### src/rtl/bit_serializer.sv
// Parallel-to-serial converter: one-entry holding buffer feeding a WIDTH-bit
// shift register, MSB first, with back-to-back reload and no idle gap.
module bit_serializer #(
    parameter int WIDTH = 8
) (
    input  logic             clk,
    input  logic             rst,
    input  logic [WIDTH-1:0] din,
    input  logic             din_valid,
    output logic             din_ready,
    output logic             sout,
    output logic             sout_valid,
    output logic             sout_last,
    output logic             busy
);

    localparam int CW = (WIDTH > 1) ? $clog2(WIDTH) : 1;

    typedef enum logic {
        IDLE  = 1'b0,
        SHIFT = 1'b1
    } state_t;

    state_t           r_state;
    state_t           w_next_state;
    logic [WIDTH-1:0] r_buf;
    logic             r_buf_full;
    logic [WIDTH-1:0] r_shift;
    logic [CW-1:0]    r_cnt;

    logic w_accept;
    logic w_load;
    logic w_shift;
    logic w_cnt_zero;

    assign w_cnt_zero = (r_cnt == '0);
    // Accept and load are mutually exclusive: load needs a full buffer, accept an empty one.
    assign w_accept   = din_valid && !r_buf_full;

    always_ff @(posedge clk or posedge rst) begin
        if (rst) begin
            r_state <= IDLE;
        end else begin
            r_state <= w_next_state;
        end
    end

    always_comb begin
        w_next_state = r_state;
        w_load       = 1'b0;
        w_shift      = 1'b0;
        case (r_state)
            IDLE: begin
                if (r_buf_full) begin
                    w_load       = 1'b1;
                    w_next_state = SHIFT;
                end
            end
            SHIFT: begin
                if (!w_cnt_zero) begin
                    w_shift = 1'b1;
                end else if (r_buf_full) begin
                    w_load = 1'b1;
                end else begin
                    w_next_state = IDLE;
                end
            end
            default: w_next_state = IDLE;
        endcase
    end

    always_ff @(posedge clk or posedge rst) begin
        if (rst) begin
            r_buf      <= '0;
            r_buf_full <= 1'b0;
        end else if (w_load) begin
            r_buf_full <= 1'b0;
        end else if (w_accept) begin
            r_buf      <= din;
            r_buf_full <= 1'b1;
        end
    end

    always_ff @(posedge clk or posedge rst) begin
        if (rst) begin
            r_shift <= '0;
            r_cnt   <= '0;
        end else if (w_load) begin
            r_shift <= r_buf;
            r_cnt   <= CW'(WIDTH - 1);
        end else if (w_shift) begin
            r_shift <= {r_shift[WIDTH-2:0], 1'b0};
            r_cnt   <= r_cnt - CW'(1);
        end
    end

    assign din_ready  = !r_buf_full;
    assign sout_valid = (r_state == SHIFT);
    assign sout       = (r_state == SHIFT) && r_shift[WIDTH-1];
    assign sout_last  = (r_state == SHIFT) && w_cnt_zero;
    assign busy       = (r_state == SHIFT) || r_buf_full;

endmodule
### config.mk
export PLATFORM = sky130hd
export DESIGN_NAME = bit_serializer
export DESIGN_NICKNAME = d
export VERILOG_FILES = /design/src/rtl/bit_serializer.sv
export SDC_FILE = /design/constraint.sdc
export NUM_CORES = 1
export LEC_CHECK = 0
export ABC_CLOCK_PERIOD_IN_PS = 3200
export BUFFER_PORTS_ARGS = -buffer_cell sky130_fd_sc_hd__clkbuf_2
export CAP_MARGIN = 20
export CORE_MARGIN = 5
export CORE_UTILIZATION = 35
export CTS_BUF_LIST = sky130_fd_sc_hd__clkbuf_4 sky130_fd_sc_hd__clkbuf_8
export DETAILED_ROUTE_END_ITERATION = 12
export GPL_TIMING_DRIVEN = 0
export REMOVE_ABC_BUFFERS = 1
export SLEW_MARGIN = 25
export SYNTH_ARGS = -nofsm -noshare
export SYNTH_HDL_FRONTEND = slang
export SYNTH_SLANG_ARGS = --single-unit
### constraint.sdc
create_clock -name clk -period 3.2 [get_ports clk]
set_clock_uncertainty 0.05 [all_clocks]
set_input_delay 0.64 -clock clk [delete_from_list [all_inputs] [get_ports clk]]
set_output_delay 0.64 -clock clk [all_outputs]
set_load 0.02 [all_outputs]
==> results.py, run 1 <==
metrics = {
    "layout": {
        "seq_area_um2": 526,
        "syn2layout_area_growth_pct": 6.67,
        "diodes": 0,
        "fin_nets": 109,
        "design_area_um2": 1140,
        "fillerInstances": 307,
        "multiInputGateArea_um2": 453,
        "drive_gt1_share_pct": 43.2,
        "fin_cells": 128,
    },
    "logic_synthesis": {
        "synth_cells": 82,
        "synthesis.area_um2": 1070,
        "yosysSeqAreaShare_pct": 49.1,
        "yosysUniqueCellTypes": 24,
        "synth-seq-cells": 21,
        "syn_area_per_cell_um2": 13.0,
        "ys_warn_count": 0,
    },
    "clock_network": {
        "numCtsBuffers": 3,
        "clkTransAtPathRegs_ps": 110,
        "insertion_delay_ps": 290,
        "cts_tree": "built",
        "postCtsSetupRepairBufs": 0,
        "ctsResizeCount": 0,
        "ctsHtreeMaxLevel": 1,
        "root_buffer": "clkbuf_4",
        "clk_path_buf_depth": 2,
        "clock_sinks": 21,
        "cts_hold_buffers": 0,
    },
    "global_routing": {
        "grt_usage_pct": 9.45,
        "antenna_found_initial": 0,
        "grt_max_degree": 22,
        "first_global_vias": 689,
        "overflow": 0,
        "grt_pass1_wl_um": 3110,
    },
    "sta": {
        "slew_headroom_pct": 46.3,
        "whs_ps": 413,
        "hold_viol": 0,
        "period_share_pct": 68.8,
        "setup_tns_ps": 0,
        "worst_pin_slew_ps": 804,
        "slew_violations": 0,
        "min_period_ps": 2200,
        "grt_setup_unrepaired": "no",
        "setup_viol": 0,
        "fmax_mhz": 454,
    },
    "setup_path": {
        "startpoint": "r_buf_full",
        "r2r_start": "r_buf_full",
        "crit_path_end_kind": "output pin",
        "critPathArrivalTime_ps": 1510,
        "crit_fanout": 14,
        "worstPathRequired_ps": 2510,
        "startpoint_type": "flop",
        "path_class": "reg -> out",
    },
    "floorplanning": {
        "core_um2": 3000,
        "die_h_um": 65.3,
        "die_width_um": 65.3,
        "initial_core_util_pct": 35.6,
        "dieArea_um2": 4260,
        "fp-row-count": 20,
        "ios": 16,
    },
    "routing": {
        "routed_wl_um": 1700,
        "final_antenna_net_count": 0,
        "drcViolationCount": 0,
        "drtIter0Drc": 18,
        "vias_per_cell": 5.00,
        "vias": 640,
        "post_drt_wl_per_cell_um": 13.3,
        "drt_first_pass_iters": 4,
    },
    "placed_design": {
        "placed_area_um2": 1110,
        "port_buffers": 15,
        "dpl.cell_count": 124,
        "dp_hpwl_um": 1250,
        "gp_congestion": 0.643,
    },
    "power_and_ir_drop": {
        "p_leak_nw": 0.582,
        "pwr_density_cell_nw_per_um2": 923,
        "power.total_w": 0.00105,
        "peakVddDrop_mv": 0.316,
    },
    "outcome": {
        "status": "complete, no violations",
    },
    "min_path": {
        "hold_class": "in -> async",
    },
    "job": {
        "maxCapViolCount": 0,
    },
}
## layout make-up
cell class,count,share of cell area (%)
tap,33,3.62
clock buffer,3,1.97
timing repair buffer,15,6.58
clock inverter,1,0.439
sequential,21,46.1
inverter,5,1.64
multi-input combinational,50,39.7
## cells by family after synthesis
group,share of synthesized area (%)
buffers and inverters,8.54
flip-flops,49.1
AND/OR/NAND/NOR,9.82
multiplexers,18.7
AO/OA/AOI/OAI,11.5
adder cells (fa/ha/maj),2.34
## path summary, 6_finish.rpt
| path | to | slack (ps) | cells past startpoint |
|---|---|---|---|
| worst max-delay path | busy | 1000 | 3 |
| worst max register to register | r_buf[1] | 1630 | 2 |
| min in group clk | r_cnt[0] | 440 | 1 |
| worst min-delay path | r_shift[0] | 410 | 2 |
| worst min register to register | r_cnt[0] | 440 | 1 |
| max in group asynchronous | r_shift[7] | 2190 | 2 |
## where the power goes
group	internal (W)	total, W	switching [W]
Combinational	0.000241	0.000442	0.000202
Sequential	0.000379	0.000488	0.000110
Clock	0.0000465	0.000123	0.0000763
## worst max-delay path, cell delays in order, from the launching register on
cell	delay, ps
dfrtp_1	790
inv_1	160
nand2_1	100
clkbuf_2	160
## cell usage in the layout (no fill, tap or decap), drive strengths merged
master,count
nor3,1
clkinv,1
inv,5
a211oi,2
nand3,7
clkbuf,18
o32a,1
mux2,8
nor2,3
nand2,3
nand2b,1
dfrtp,21
a21oi,3
nor2b,1
and2,2
o21ai,7
ha,2
a21o,1
mux2i,8
## flip-flops by register name, indices dropped and copies added, names as in the netlist
name / count
r_buf_full: 1
sout_valid: 1
r_buf: 8
r_cnt: 3
r_shift: 8
## synth_stat cells
cell type	instances	area, um2
dfrtp_1	21	526
mux2_4	8	120
mux2i_1	8	80.1
nand3_1	7	35.0
o21ai_2	7	61.3
inv_1	5	18.8
buf_6	3	33.8
nand2_1	3	11.3
nor2_1	3	11.3
a21oi_2	2	17.5
ha_1	2	25.0
a211oi_1	1	7.51
a211oi_2	1	12.5
a21o_2	1	8.76
a21oi_1	1	5.00
and2_1	1	6.26
and2_4	1	8.76
buf_12	1	20.0
buf_2	1	5.00
clkbuf_8	1	13.8
nand2b_4	1	13.8
nor2b_4	1	13.8
nor3_1	1	5.00
o32a_1	1	10.0
## metrics by stage
| step | utilization, % | setup slack, ps |
|---|---|---|
| after floorplan | - | 1350 |
| after global placement | 37.1 | 1310 |
| after detailed placement | 37.1 | 1330 |
| after CTS | 38.0 | 975 |
| after global routing | 38.0 | 866 |
| final | 38.0 | 1000 |
## routing by layer
layer  global-route usage [%]  routed length, um
met5                        0                  0
met1                     11.4                786
met4                     2.33                 15
met3                     3.59                 74
met2                     15.8                819
(Power assumes the default switching activity.)
==> run 2, diff against run 1 <==
--- a/config.mk
+++ b/config.mk
@@ -5,7 +5,7 @@
 export SDC_FILE = /design/constraint.sdc
 export NUM_CORES = 1
 export LEC_CHECK = 0
-export ABC_CLOCK_PERIOD_IN_PS = 3200
+export ABC_CLOCK_PERIOD_IN_PS = 1900
 export BUFFER_PORTS_ARGS = -buffer_cell sky130_fd_sc_hd__clkbuf_2
 export CAP_MARGIN = 20
 export CORE_MARGIN = 5
==> constraint.sdc (replaced) <==
create_clock -name clk -period 1.9 [get_ports clk]
set_clock_uncertainty 0.05 [all_clocks]
set_input_delay 0.38 -clock clk [delete_from_list [all_inputs] [get_ports clk]]
set_output_delay 0.38 -clock clk [all_outputs]
set_load 0.02 [all_outputs]
==> run 2 against run 1 <==
Net effect:
- critical path depth grew 2
- sequential cell count is the same
- die area is the same
- critical endpoint is now sout_last
- largest power group unchanged
==> results.py, run 2 (synthesis gave the netlist of run 1 again) <==
metrics = {
    "sta": {
        "fmax_mhz": 560,
        "slew_violations": 0,
        "min_period_ps": 1780,
        "slew_headroom_pct": 47.4,
        "period_share_pct": 93.9,
        "setup_viol": 0,
        "hold_viol": 0,
        "setup_tns_ps": 0,
        "worst_pin_slew_ps": 789,
        "grt_setup_unrepaired": "no",
    },
    "clock_network": {
        "ctsHtreeMaxLevel": 1,
        "clock_sinks": 21,
        "insertion_delay_ps": 290,
        "clkTransAtPathRegs_ps": 110,
        "cts_hold_buffers": 0,
        "cts_tree": "built",
        "root_buffer": "clkbuf_4",
        "numCtsBuffers": 3,
        "clk_path_buf_depth": 2,
    },
    "power_and_ir_drop": {
        "combPwrFrac_pct": 42.9,
        "pwr_density_cell_nw_per_um2": 1560,
        "peakVddDrop_mv": 0.532,
        "p_sw_w": 0.000654,
        "swShare_pct": 36.4,
        "pwr-share-seq_pct": 45.6,
        "p_leak_nw": 0.585,
        "clkPwrFrac_pct": 11.5,
        "internal_power_w": 0.00114,
    },
    "global_routing": {
        "first_global_vias": 691,
        "grt_pass1_wl_um": 3100,
        "antenna_found_initial": 0,
        "grt_usage_pct": 9.41,
        "overflow": 0,
        "grt_max_degree": 22,
    },
    "layout": {
        "drive_gt1_share_pct": 46.9,
        "mostFrequentLayoutCell": "dfrtp_1",
        "reg_top3": "r_buf (8), r_shift (8), r_cnt (3)",
        "fin_nets": 110,
        "diodes": 0,
        "design_area_um2": 1160,
        "syn2layout_area_growth_pct": 8.07,
        "most-common-layout-cells": "dfrtp_1 (19), clkbuf_2 (14), mux2i_1 (8), mux2_4 (8)",
    },
    "floorplanning": {
        "ios": 16,
        "fp-row-count": 20,
        "die_width_um": 65.3,
        "core_um2": 3000,
        "die_h_um": 65.3,
        "dieArea_um2": 4260,
        "initial_core_util_pct": 35.6,
    },
    "routing": {
        "routed_wl_um": 1670,
        "vias_per_cell": 4.94,
        "drt_first_pass_iters": 4,
        "vias": 637,
        "post_drt_wl_per_cell_um": 13.0,
        "drtIter0Drc": 18,
        "final_antenna_net_count": 0,
        "drcViolationCount": 0,
    },
    "job": {
        "maxCapViolCount": 0,
    },
    "setup_path": {
        "crit_slowest_cell": "dfrtp_1",
        "reg2regPathDepth": 2,
        "crit_fanout": 12,
        "worstPathCellList": "inv_1 > ha_2 > nand2b_4 > nor2_1 > buf_4",
        "worstPathRequired_ps": 1470,
        "path_class": "reg -> out",
        "max_stage_delay_ps": 400,
        "critPathArrivalTime_ps": 1350,
        "crit_path_end_kind": "output pin",
        "startpoint_type": "flop",
    },
    "placed_design": {
        "port_buffers": 15,
        "dp_hpwl_um": 1250,
        "placed_area_um2": 1110,
        "gp_congestion": 0.643,
    },
    "min_path": {
        "hold_class": "in -> async",
    },
    "outcome": {
        "status": "complete, no violations",
    },
}
-- run 2: power by group through the flow --
stage	sequential (W)	clock (W)	combinational (W)
final	0.000820	0.000207	0.000772
after global routing	0.000857	0.000240	0.000860
after CTS	0.000830	0.000219	0.000764
after detailed placement	0.000838	0	0.000758
after global placement	0.000830	0	0.000731
after floorplan	0.000788	0	0.000637
-- run 2: timing repair --
action / in CTS / in global routing
buffers inserted: 0 / 1
gates resized for setup: 2 / 3
endpoints found under the setup margin: 2 / 1
gates cloned: 0 / 0
-- run 2: area by class of cell --
class	count	area, um2
fill	308	1850
sequential	21	528
multi-input combinational	50	455
timing repair buffer	16	85.1
tap	33	41.3
clock buffer	3	22.5
inverter	5	18.8
clock inverter	1	5.00
-- run 2: final timing paths --
kind | from | endpoint | slack [ps]
setup / recovery | r_cnt[1] | sout_last | 120
hold / removal | rst | r_shift[0] | 150
setup reg to reg | r_buf_full | r_buf[6] | 470
hold reg to reg | r_shift[6] | r_shift[7] | 470
max in group asynchronous | rst | sout_valid | 1110
min in group clk | din[3] | r_buf[3] | 250
-- run 2: metrics by stage --
step	utilization, %	setup slack, ps	std cells	power [W]	hold WS, ps
6_report	38.5	115	129	0.00180	146
5_1_grt	38.5	1.54	129	0.00196	226
4_1_cts	38.1	21.9	128	0.00181	174
3_5_place_dp	37.1	286	124	0.00160	433
3_3_place_gp	37.1	269	124	0.00156	414
2_1_floorplan	-	313	76	0.00142	307
-- run 2: layer usage --
metal  wire length, um  track usage [%]  up-vias
met5                 0                0        -
met4                15             2.33        0
met3                78             3.59        2
met2               809             15.8       12
met1               771             11.3      308
li1                  -                -      315
-- run 2: worst max-delay path, delay by kind of cell (launching register included) --
family / cells / cell delay, ps
adder cells (fa/ha/maj): 1 / 220
AND/OR/NAND/NOR: 2 / 220
buffers and inverters: 2 / 220
flip-flops: 1 / 400
